<file path="config.mk">
export PLATFORM = sky130hd
export DESIGN_NAME = sr_latch_driver
export DESIGN_NICKNAME = d
export VERILOG_FILES = /design/src/rtl/sr_drv_pkg.sv /design/src/rtl/sr_drv_timer.sv /design/src/rtl/sr_latch_driver.sv
export SDC_FILE = /design/constraint.sdc
export NUM_CORES = 1
export LEC_CHECK = 0
export CAP_MARGIN = 40
export CORE_MARGIN = 4
export CORE_UTILIZATION = 42
export CTS_CLUSTER_DIAMETER = 120
export DETAILED_ROUTE_END_ITERATION = 8
export PLACE_DENSITY = 0.72
export SLEW_MARGIN = 40
export SYNTH_ARGS = -nofsm -noshare
export SYNTH_HDL_FRONTEND = slang
export SYNTH_SLANG_ARGS = --single-unit
</file>
<file path="constraint.sdc">
create_clock -name clk -period 1.9 [get_ports clk]
set_clock_uncertainty 0.2 [all_clocks]
set_input_delay 0.475 -clock clk [delete_from_list [all_inputs] [get_ports clk]]
set_output_delay 0.475 -clock clk [all_outputs]
set_load 0.005 [all_outputs]
</file>
<file path="src/rtl/sr_drv_pkg.sv">
// Shared types and helpers for the sr_latch_driver block.
//   sr_drv_state_t : driver FSM states
//   cnt_width()    : bit width needed for the dwell counter
package sr_drv_pkg;

  typedef enum logic [1:0] {
    IDLE     = 2'd0,
    GAP_PRE  = 2'd1,
    PULSE    = 2'd2,
    GAP_POST = 2'd3
  } sr_drv_state_t;

  // The counter holds at most max(a, b) - 1, so this width always has headroom.
  function automatic int cnt_width(input int a, input int b);
    int m;
    m = (a > b) ? a : b;
    return $clog2(m + 1);
  endfunction

endpackage

</file>
<file path="src/rtl/sr_drv_timer.sv">
// Loadable down-counter that times the dwell in each driver state.
// Ports:
//   clk, rst_n : clock, asynchronous active-low reset
//   load       : load `value` into the counter this edge
//   value      : reload value (state length minus one)
//   zero       : counter has reached zero (last cycle of the current state)
module sr_drv_timer #(
  parameter int W = 3
) (
  input  logic         clk,
  input  logic         rst_n,
  input  logic         load,
  input  logic [W-1:0] value,
  output logic         zero
);

  logic [W-1:0] r_cnt;

  always_ff @(posedge clk or negedge rst_n) begin
    if (!rst_n) begin
      r_cnt <= '0;
    end else if (load) begin
      r_cnt <= value;
    end else if (r_cnt != '0) begin
      r_cnt <= r_cnt - 1'b1;
    end
  end

  assign zero = (r_cnt == '0);

endmodule

</file>
<file path="src/rtl/sr_latch_driver.sv">
// Drives a level-sensitive sr_latch from a valid/ready request carrying a
// target level. Each write is a PULSE_CYC-cycle en+s or en+r pulse framed by
// GAP_CYC all-low cycles on both sides; s and r are never high together.
// A shadow copy of the last written level lets redundant writes be skipped
// unless req_force is set.
//
// Handshake: a request transfers on a rising edge where req_valid and
// req_ready are both 1; req_ready is 1 exactly when the FSM is in IDLE.
// req_val/req_force are captured on that edge.
//
// Ports:
//   clk, rst_n            : clock, asynchronous active-low reset
//   req_valid/req_ready   : request handshake
//   req_val, req_force    : target level, pulse even if shadow matches
//   s, r, en              : registered latch controls
//   q_in, qbar_in         : latch readback
//   done                  : one-cycle completion strobe (pulsed or skipped)
//   busy                  : FSM not in IDLE
//   shadow_q, shadow_vld  : last written level and its validity
//   err                   : sticky readback error
//
// Build option: define SR_LATCH_DRIVER_READBACK_EN to check q_in/qbar_in on
// the last pulse cycle; otherwise err is tied low and the readback is unused.
module sr_latch_driver
  import sr_drv_pkg::*;
#(
  parameter int PULSE_CYC = 4,
  parameter int GAP_CYC   = 2
) (
  input  logic clk,
  input  logic rst_n,
  input  logic req_valid,
  output logic req_ready,
  input  logic req_val,
  input  logic req_force,
  output logic s,
  output logic r,
  output logic en,
  input  logic q_in,
  input  logic qbar_in,
  output logic done,
  output logic busy,
  output logic shadow_q,
  output logic shadow_vld,
  output logic err
);

  localparam int CW = cnt_width(PULSE_CYC, GAP_CYC);
  localparam logic [CW-1:0] PULSE_LD = CW'(PULSE_CYC - 1);
  localparam logic [CW-1:0] GAP_LD   = CW'(GAP_CYC - 1);

  sr_drv_state_t r_state;
  sr_drv_state_t w_next;

  logic          w_load;
  logic [CW-1:0] w_load_val;
  logic          w_zero;
  logic          w_accept;
  logic          w_pulse_req;
  logic          w_skip;
  logic          w_fin;
  logic          r_cap;
  logic          r_s;
  logic          r_r;
  logic          r_en;
  logic          r_done;
  logic          r_shadow_q;
  logic          r_shadow_vld;

  sr_drv_timer #(.W(CW)) u_timer (
    .clk   (clk),
    .rst_n (rst_n),
    .load  (w_load),
    .value (w_load_val),
    .zero  (w_zero)
  );

  assign req_ready   = (r_state == IDLE);
  assign busy        = (r_state != IDLE);
  assign w_accept    = req_valid & req_ready;
  assign w_pulse_req = req_force | ~r_shadow_vld | (req_val != r_shadow_q);

  always_comb begin
    w_next     = r_state;
    w_load     = 1'b0;
    w_load_val = GAP_LD;
    w_skip     = 1'b0;
    w_fin      = 1'b0;
    case (r_state)
      IDLE: begin
        if (w_accept) begin
          if (w_pulse_req) begin
            w_next     = GAP_PRE;
            w_load     = 1'b1;
            w_load_val = GAP_LD;
          end else begin
            w_skip = 1'b1;
          end
        end
      end
      GAP_PRE: begin
        if (w_zero) begin
          w_next     = PULSE;
          w_load     = 1'b1;
          w_load_val = PULSE_LD;
        end
      end
      PULSE: begin
        if (w_zero) begin
          w_next     = GAP_POST;
          w_load     = 1'b1;
          w_load_val = GAP_LD;
        end
      end
      GAP_POST: begin
        if (w_zero) begin
          w_next = IDLE;
          w_fin  = 1'b1;
        end
      end
      default: begin
        w_next = IDLE;
      end
    endcase
  end

  // Latch controls are decoded from the next state so they line up with the
  // PULSE state cycle-for-cycle. r_cap is never written on an edge that
  // enters PULSE (it is written only when leaving IDLE), so it is stable here.
  always_ff @(posedge clk or negedge rst_n) begin
    if (!rst_n) begin
      r_state      <= IDLE;
      r_cap        <= 1'b0;
      r_s          <= 1'b0;
      r_r          <= 1'b0;
      r_en         <= 1'b0;
      r_done       <= 1'b0;
      r_shadow_q   <= 1'b0;
      r_shadow_vld <= 1'b0;
    end else begin
      r_state <= w_next;
      if (w_accept && w_pulse_req) begin
        r_cap <= req_val;
      end
      r_en   <= (w_next == PULSE);
      r_s    <= (w_next == PULSE) &  r_cap;
      r_r    <= (w_next == PULSE) & ~r_cap;
      r_done <= w_skip | w_fin;
      if (r_state == PULSE && w_next == GAP_POST) begin
        r_shadow_q   <= r_cap;
        r_shadow_vld <= 1'b1;
      end
    end
  end

  assign s          = r_s;
  assign r          = r_r;
  assign en         = r_en;
  assign done       = r_done;
  assign shadow_q   = r_shadow_q;
  assign shadow_vld = r_shadow_vld;

`ifdef SR_LATCH_DRIVER_READBACK_EN
  logic r_err;

  // By the last pulse cycle the latch has had PULSE_CYC-1 cycles to settle.
  always_ff @(posedge clk or negedge rst_n) begin
    if (!rst_n) begin
      r_err <= 1'b0;
    end else if (r_state == PULSE && w_zero &&
                 ((q_in != r_cap) || (q_in == qbar_in))) begin
      r_err <= 1'b1;
    end
  end

  assign err = r_err;
`else
  logic w_unused_rb;
  assign w_unused_rb = q_in ^ qbar_in;
  assign err         = 1'b0;
`endif

  a_no_forbidden: assert property (@(posedge clk) !(s && r));
  a_sr_needs_en:  assert property (@(posedge clk) (s || r) |-> en);

endmodule

</file>
==> load_flow_metrics.sql, run 1 <==
INSERT INTO impl_metrics (metric_group, metric, value, unit) VALUES
('route', 'drt_pre_antenna_iters', '4', ''),
('synth', 'synth.top_cells.by_area', 'sky130_fd_sc_hd__dfrtp_1, sky130_fd_sc_hd__ha_1, sky130_fd_sc_hd__nand2_1, sky130_fd_sc_hd__nor2b_1, sky130_fd_sc_hd__nor2_1', ''),
('layout', 'num-nets-final', '107', ''),
('route', 'drt_drc_violations_left', '0', ''),
('synth', 'synth_top_area_share', '45.0', '%'),
('placement', 'pre_cts_slack', '-345', 'ps'),
('setup_path', 'cp.buffers_inverters', '1', ''),
('power_and_ir_drop', 'leakagePower', '0.000473', 'uW'),
('synth', 'post-synth-top-area-cell', 'sky130_fd_sc_hd__dfrtp_1', ''),
('timing', 'hold_violations', '0', ''),
('cts', 'clk_transition_reported_paths', '80', 'ps'),
('cts', 'cts.sink_count', '12', ''),
('cts', 'htree_levels', '1', ''),
('setup_path', 'timing.critical_path.slowest_stage_cell', 'sky130_fd_sc_hd__clkdlybuf4s50_1', ''),
('global_routing', 'grt_max_degree', '13', ''),
('timing', 'worst-slew-pin-transition', '546', 'ps'),
('layout', 'drive_gt1_share', '29.3', '%'),
('synth', 'post_synthesis_cell_area', '667', 'um2'),
('setup_path', 'worst-endpoint-required', '1870', 'ps'),
('synth', 'synth.ff_latch_count', '12', ''),
('synth', 'syn-num-nets', '81', ''),
('synth', 'synth_edf_count', '0', ''),
('timing', 'setup_repair_after_global_routing_missed_its_margin', 'no', ''),
('floorplanning', 'std_cell_rows', '14', ''),
('route', 'avgViaCountPerCell', '4.74', ''),
('hold_path', 'worst_hold_path_type', 'reg -> reg', ''),
('setup_path', 'worstSetupStartpointType', 'input pin', ''),
('setup_path', 'critical_path.top_delay_family', 'buffers and inverters', ''),
('cts', 'root_buffer', 'sky130_fd_sc_hd__clkbuf_4', ''),
('global_routing', 'via_count_of_the_first_global_routing_pass', '504', ''),
('synth', 'synth_top_family_by_area', 'simple AND/OR/NAND/NOR gates', ''),
('synth', 'synthMuxAreaShare', '6.94', '%'),
('synth', 'post_synth_arst_share', '100', '%'),
('placement', 'finalWeightedCongestion', '0.728', ''),
('setup_path', 'worst_setup_path_end_kind', 'flip-flop', ''),
('floorplanning', 'die_area', '2290', 'um2'),
('cts', 'tritoncts', 'yes', ''),
('synth', 'yosys_most_used_dff', 'sky130_fd_sc_hd__dfrtp_1', ''),
('timing', 'layout_worst_path_cycle_share', '96.2', '%'),
('timing', 'period_needed', '1830', 'ps'),
('synth', 'synth_top_cells_by_count', 'sky130_fd_sc_hd__dfrtp_1, sky130_fd_sc_hd__nand2_1, sky130_fd_sc_hd__ha_1', ''),
('setup_path', 'series_of_cell_instances_along_the_critical_path', 'clkdlybuf4s50_1 -> nor2b_1 -> a311o_1 -> and3b_2 -> mux2_4', ''),
('route', 'post_drt_wl_per_cell', '11.8', 'um'),
('floorplanning', 'ioPinCount', '16', ''),
('timing', 'final_critical_path_setup_slack', '71.4', 'ps'),
('timing', 'final-max-slew-violation-count', '0', ''),
('timing', 'slew_headroom', '63.5', '%'),
('setup_path', 'cpPeakStageDelay', '480', 'ps'),
('job', 'maxCapViolations', '0', ''),
('run_status', 'run_status', 'finished clean', ''),
('cts', 'tritoncts.num_buffers', '3', ''),
('synth', 'syn_area_per_cell', '9.95', 'um2'),
('cts', 'cts_max_path_buffers', '2', ''),
('synth', 'synth.lib_cells_used.distinct', '24', ''),
('placement', 'port_buffers', '12', ''),
('layout', 'final_antenna_diode_count', '0', ''),
('global_routing', 'total_track_usage', '14.2', '%'),
('timing', 'finalSetupTns', '0', 'ps'),
('layout', 'layout.filler_cells', '125', ''),
('floorplanning', 'core_footprint', '1510', 'um2'),
('setup_path', 'worstSetupPathType', 'in -> reg', ''),
('global_routing', 'grt_antenna_before_repair', '0', ''),
('floorplanning', 'floorplan.initialDensity', '44.3', '%'),
('setup_path', 'reg2reg_slack', '80', 'ps'),
('synth', 'yosys.area_share.adder', '13.1', '%'),
('timing', 'fmax', '547', 'MHz'),
('synth', 'post_synth_and_or_nand_nor_area_fraction', '16.7', '%'),
('layout', 'finalInstanceArea', '955', 'um2'),
('timing', 'setup_violations', '0', ''),
('synth', 'synthCells', '67', ''),
('route', 'via_count', '512', '');
area by class of cell:
cell class	count	area, um2	area share, %
tap	16	20.0	2.10
timing repair buffer	23	208	21.8
multi-input combinational	48	372	38.9
sequential	12	300	31.5
inverter	5	18.8	1.97
clock buffer	4	36.3	3.80
report_power, final:
| group | internal (uW) | leakage (uW) | switching, uW |
|---|---|---|---|
| sequential | 365 | 0.000145 | 66.5 |
| clock | 116 | 0.0000210 | 92.3 |
| combinational | 544 | 0.000306 | 444 |
state kept, by name, summed over array words and instances, names as in the netlist:
register,cells
s,1
r_cap,1
u_timer.r_cnt,3
r_state,2
r,1
shadow_vld,1
done,1
en,1
shadow_q,1
cell usage in the layout, fill, tap and decap left out, drive strengths merged, types with 3 or more instances in the layout:
cell type       n
inv             5
o21ai           3
clkdlybuf4s50   6
buf            11
dfrtp          12
nor2            6
nand2           8
dlymetal6s2s    3
nor2b           4
a21oi           3
ha              7
clkbuf          4
per-layer routing:
layer  vias up  GRT usage, %  part of all wire, %
li1        268             -                    -
met1       231          19.5                   50
met2        11          21.9                   45
met3         2          3.38                  3.5
met4         0          4.84                 0.71
met5         -             0                    0
final timing paths:
| check | from | endpoint | depth (start not counted) |
|---|---|---|---|
| setup / recovery | req_valid | shadow_q | 5 |
| hold / removal | r_cap | r | 1 |
| setup reg to reg | r_state[0] | shadow_q | 6 |
| hold reg to reg | r_cap | r | 1 |
| max in group asynchronous | rst_n | u_timer.r_cnt[1] | 1 |
| min in group asynchronous | rst_n | shadow_vld | 1 |
metrics by stage:
| step | hold WS (ps) | total power (uW) | instances |
|---|---|---|---|
| finish | 299 | 1630 | 108 |
| global route | 316 | 1770 | 108 |
| CTS | 292 | 1610 | 108 |
| detailed placement | 277 | 1360 | 104 |
| global placement | 280 | 1350 | 104 |
| floorplan | -20.6 | 953 | 67 |
kinds of logic after synthesis:
group                      after synthesis
DFF                                     12
muxes                                    4
and+or+nand+nor                         23
AOI/OAI and AO/OA                       12
adders and majority gates                7
other                                    1
buffers and inverters                    7
xor gates and xnor gates                 1
timing repair:
item	in CTS	in global routing
pin swaps	1	4
hold buffers	0	0
gates resized for setup	9	9
endpoints found under the setup margin	4	8
No activity file was read; power rests on OpenSTA's default activity.
==> inputs of run 2 (changes only) <==
CORE_UTILIZATION = 50   (was 42)
PLACE_DENSITY = 0.8   (was 0.72)
clock period = 2.3 ns   (was 1.9 ns; I/O delays follow)
==> run 2 against run 1 <==
Sequential power shrank 18%; largest cell class unchanged; first-iteration DRC count is the same; sequential cell count is the same; highest routed layer unchanged; cell count shrank 7.4%; core utilization grew 10 points; clock power shrank 37%; wire length grew 12%; combinational power shrank 23%; critical path depth shrank 1.
==> load_flow_metrics.sql, run 2 (synthesis results as in run 1) <==
INSERT INTO impl_metrics (metric_group, metric, value, unit) VALUES
('timing', 'final_critical_path_setup_slack', '39.0', 'ps'),
('hold_path', 'hold_path_startpoint', 'shadow_vld', ''),
('setup_path', 'worst_r2r_dst', 'shadow_q', ''),
('placement', 'hpwl', '1.07', 'mm'),
('layout', 'most_used_cells_in_the_layout_excluding_fill_and_tap_cells', 'sky130_fd_sc_hd__dfrtp_1, sky130_fd_sc_hd__clkdlybuf4s50_1, sky130_fd_sc_hd__nand2_1', ''),
('timing', 'layout_worst_path_cycle_share', '98.3', '%'),
('setup_path', 'r2r_start', 'u_timer.r_cnt[0]', ''),
('floorplanning', 'dieWidth', '44.5', 'um'),
('route', 'drt-total-wl', '1.43', 'mm'),
('layout', 'finalInstanceArea', '873', 'um2'),
('placement', 'placed_cells_incl_taps', '96', ''),
('global_routing', 'grt_first_pass_wirelength', '2.30', 'mm'),
('timing', 'slew_headroom', '64.3', '%'),
('placement', 'finalWeightedCongestion', '0.857', ''),
('setup_path', 'worst-path-max-fanout', '4', ''),
('layout', 'most_flops_register', 'u_timer.r_cnt', ''),
('placement', 'pre_cts_slack', '-11.0', 'ps'),
('global_routing', 'globalRoute.totalOverflow', '0', ''),
('power_and_ir_drop', 'leakagePower', '0.000409', 'uW'),
('timing', 'period_needed', '2260', 'ps'),
('cts', 'clk_transition_reported_paths', '80', 'ps'),
('cts', 'tritoncts', 'yes', ''),
('route', 'drt_pre_antenna_iters', '4', ''),
('hold_path', 'worst_hold_end', 'shadow_vld', ''),
('setup_path', 'reg2reg_slack', '380', 'ps'),
('placement', 'port_buffers', '12', ''),
('global_routing', 'total_track_usage', '16.4', '%'),
('layout', 'utilization', '73.6', '%'),
('timing', 'hold_violations', '0', ''),
('layout', 'num-nets-final', '102', ''),
('power_and_ir_drop', 'pwr_density_cell', '1430', 'nW/um2'),
('global_routing', 'via_count_of_the_first_global_routing_pass', '529', ''),
('run_status', 'run_status', 'finished clean', ''),
('setup_path', 'cp.arrival', '1490', 'ps'),
('cts', 'cts_hold_buffers', '0', ''),
('timing', 'worst-slew-pin-transition', '534', 'ps'),
('layout', 'instances_no_fill', '100', ''),
('floorplanning', 'die_area', '1980', 'um2'),
('route', 'post_drt_wl_per_cell', '14.3', 'um'),
('layout', 'largest_reg_flops', '3', ''),
('layout', 'final_antenna_diode_count', '0', ''),
('layout', 'largest_regs', 'u_timer.r_cnt x3, r_state x2', ''),
('floorplanning', 'floorplan.initialDensity', '56.2', '%'),
('cts', 'root_buffer', 'sky130_fd_sc_hd__clkbuf_4', ''),
('floorplanning', 'die_height', '44.5', 'um'),
('route', 'via_count', '534', ''),
('layout', 'areaGrowthSynthToFinish', '31.0', '%'),
('timing', 'setup_violations', '0', ''),
('route', 'residual_antenna_violating_net_count_after_detailed_routing', '0', ''),
('setup_path', 'worst_r2r_path_depth', '6', ''),
('hold_path', 'worst_hold_path_type', 'reg -> reg', ''),
('power_and_ir_drop', 'peakVddDrop', '0.751', 'mV'),
('route', 'avgViaCountPerCell', '5.34', ''),
('timing', 'fmax', '442', 'MHz'),
('setup_path', 'worst-endpoint-required', '1520', 'ps'),
('layout', 'drive_gt1_share', '17.4', '%'),
('setup_path', 'worst_setup_path_end_kind', 'output pin', ''),
('setup_path', 'worstSetupStartpointType', 'flip-flop', ''),
('global_routing', 'grt_max_degree', '13', ''),
('placement', 'placement.cell_area', '831', 'um2'),
('timing', 'final-max-slew-violation-count', '0', ''),
('floorplanning', 'ioPinCount', '16', ''),
('hold_path', 'whs_path_depth', '1', ''),
('route', 'drt_drc_violations_left', '0', ''),
('cts', 'clk_latency', '280', 'ps'),
('job', 'maxCapViolations', '0', ''),
('floorplanning', 'std_cell_rows', '12', ''),
('floorplanning', 'core_footprint', '1190', 'um2'),
('cts', 'cts_max_path_buffers', '2', ''),
('cts', 'cts.sink_count', '12', ''),
('setup_path', 'worstSetupPathType', 'reg -> out', ''),
('route', 'drt_first_iter_violations', '6', ''),
('cts', 'tritoncts.num_buffers', '3', ''),
('global_routing', 'grt_antenna_before_repair', '0', ''),
('timing', 'setup_repair_after_global_routing_missed_its_margin', 'no', ''),
('cts', 'htree_levels', '1', '');
==> run 2: changes by cell type in the layout (fill, tap and decap cells not counted), sizes merged <==
| cell | delta |
|---|---|
| clkdlybuf4s50 | +6 |
| clkdlybuf4s15 | -1 |
| dlymetal6s2s | -3 |
| buf | -5 |
| dlygate4sd2 | -2 |
| clkbuf | -1 |
==> run 2: worst max path at each step <==
stage,cells after the start,to,slack (ps),startpoint
final,4,busy,40,r_state[0]
after global routing,4,busy,5,r_state[0]
after CTS,3,req_ready,30,r_state[0]
after detailed placement,5,shadow_q,-10,req_val
after global placement,5,shadow_q,-10,req_val
after floorplan,7,shadow_q,400,u_timer.r_cnt[0]
==> run 2: worst max-delay path: stages, from the launching register on <==
cell                              delay, ps
sky130_fd_sc_hd__dfrtp_1                350
sky130_fd_sc_hd__inv_1                   90
sky130_fd_sc_hd__ha_4                   190
sky130_fd_sc_hd__inv_2                   80
sky130_fd_sc_hd__clkdlybuf4s50_1        500
==> run 2: metrics by stage <==
step	setup TNS, ps	hold slack [ps]	total power (uW)
2_1_floorplan	0	79.4	785
3_3_place_gp	-11.9	272	1030
5_1_grt	0	340	1340
4_1_cts	0	308	1220
6_report	0	306	1250
3_5_place_dp	-11.0	287	1060
==> run 2: area by class of cell <==
class | instances | area (um2)
timing repair buffer | 18 | 165
clock buffer | 3 | 22.5
multi-input combinational | 48 | 349
sequential | 12 | 300
tap | 14 | 17.5
fill | 91 | 313
inverter | 5 | 18.8
==> run 2: report_power, final <==
group	switching (uW)	total (uW)	internal, uW
logic	370	762	392
clock network	71.3	132	60.7
registers	51.4	354	302
total	492	1250	755
==> run 2: repair_timing <==
item,in CTS,in global routing
cloned,0,0
buffers inserted,1,0
setup endpoints to repair,2,2
gates resized for setup,2,2
endpoints found under the hold margin,0,0
==> run 2: metal layers <==
metal	track usage [%]	vias up	routed length, um
met4	12.7	0	48
met1	17.9	254	581
met5	0	-	0
met3	2.44	4	56
met2	28.1	19	739
li1	-	257	-
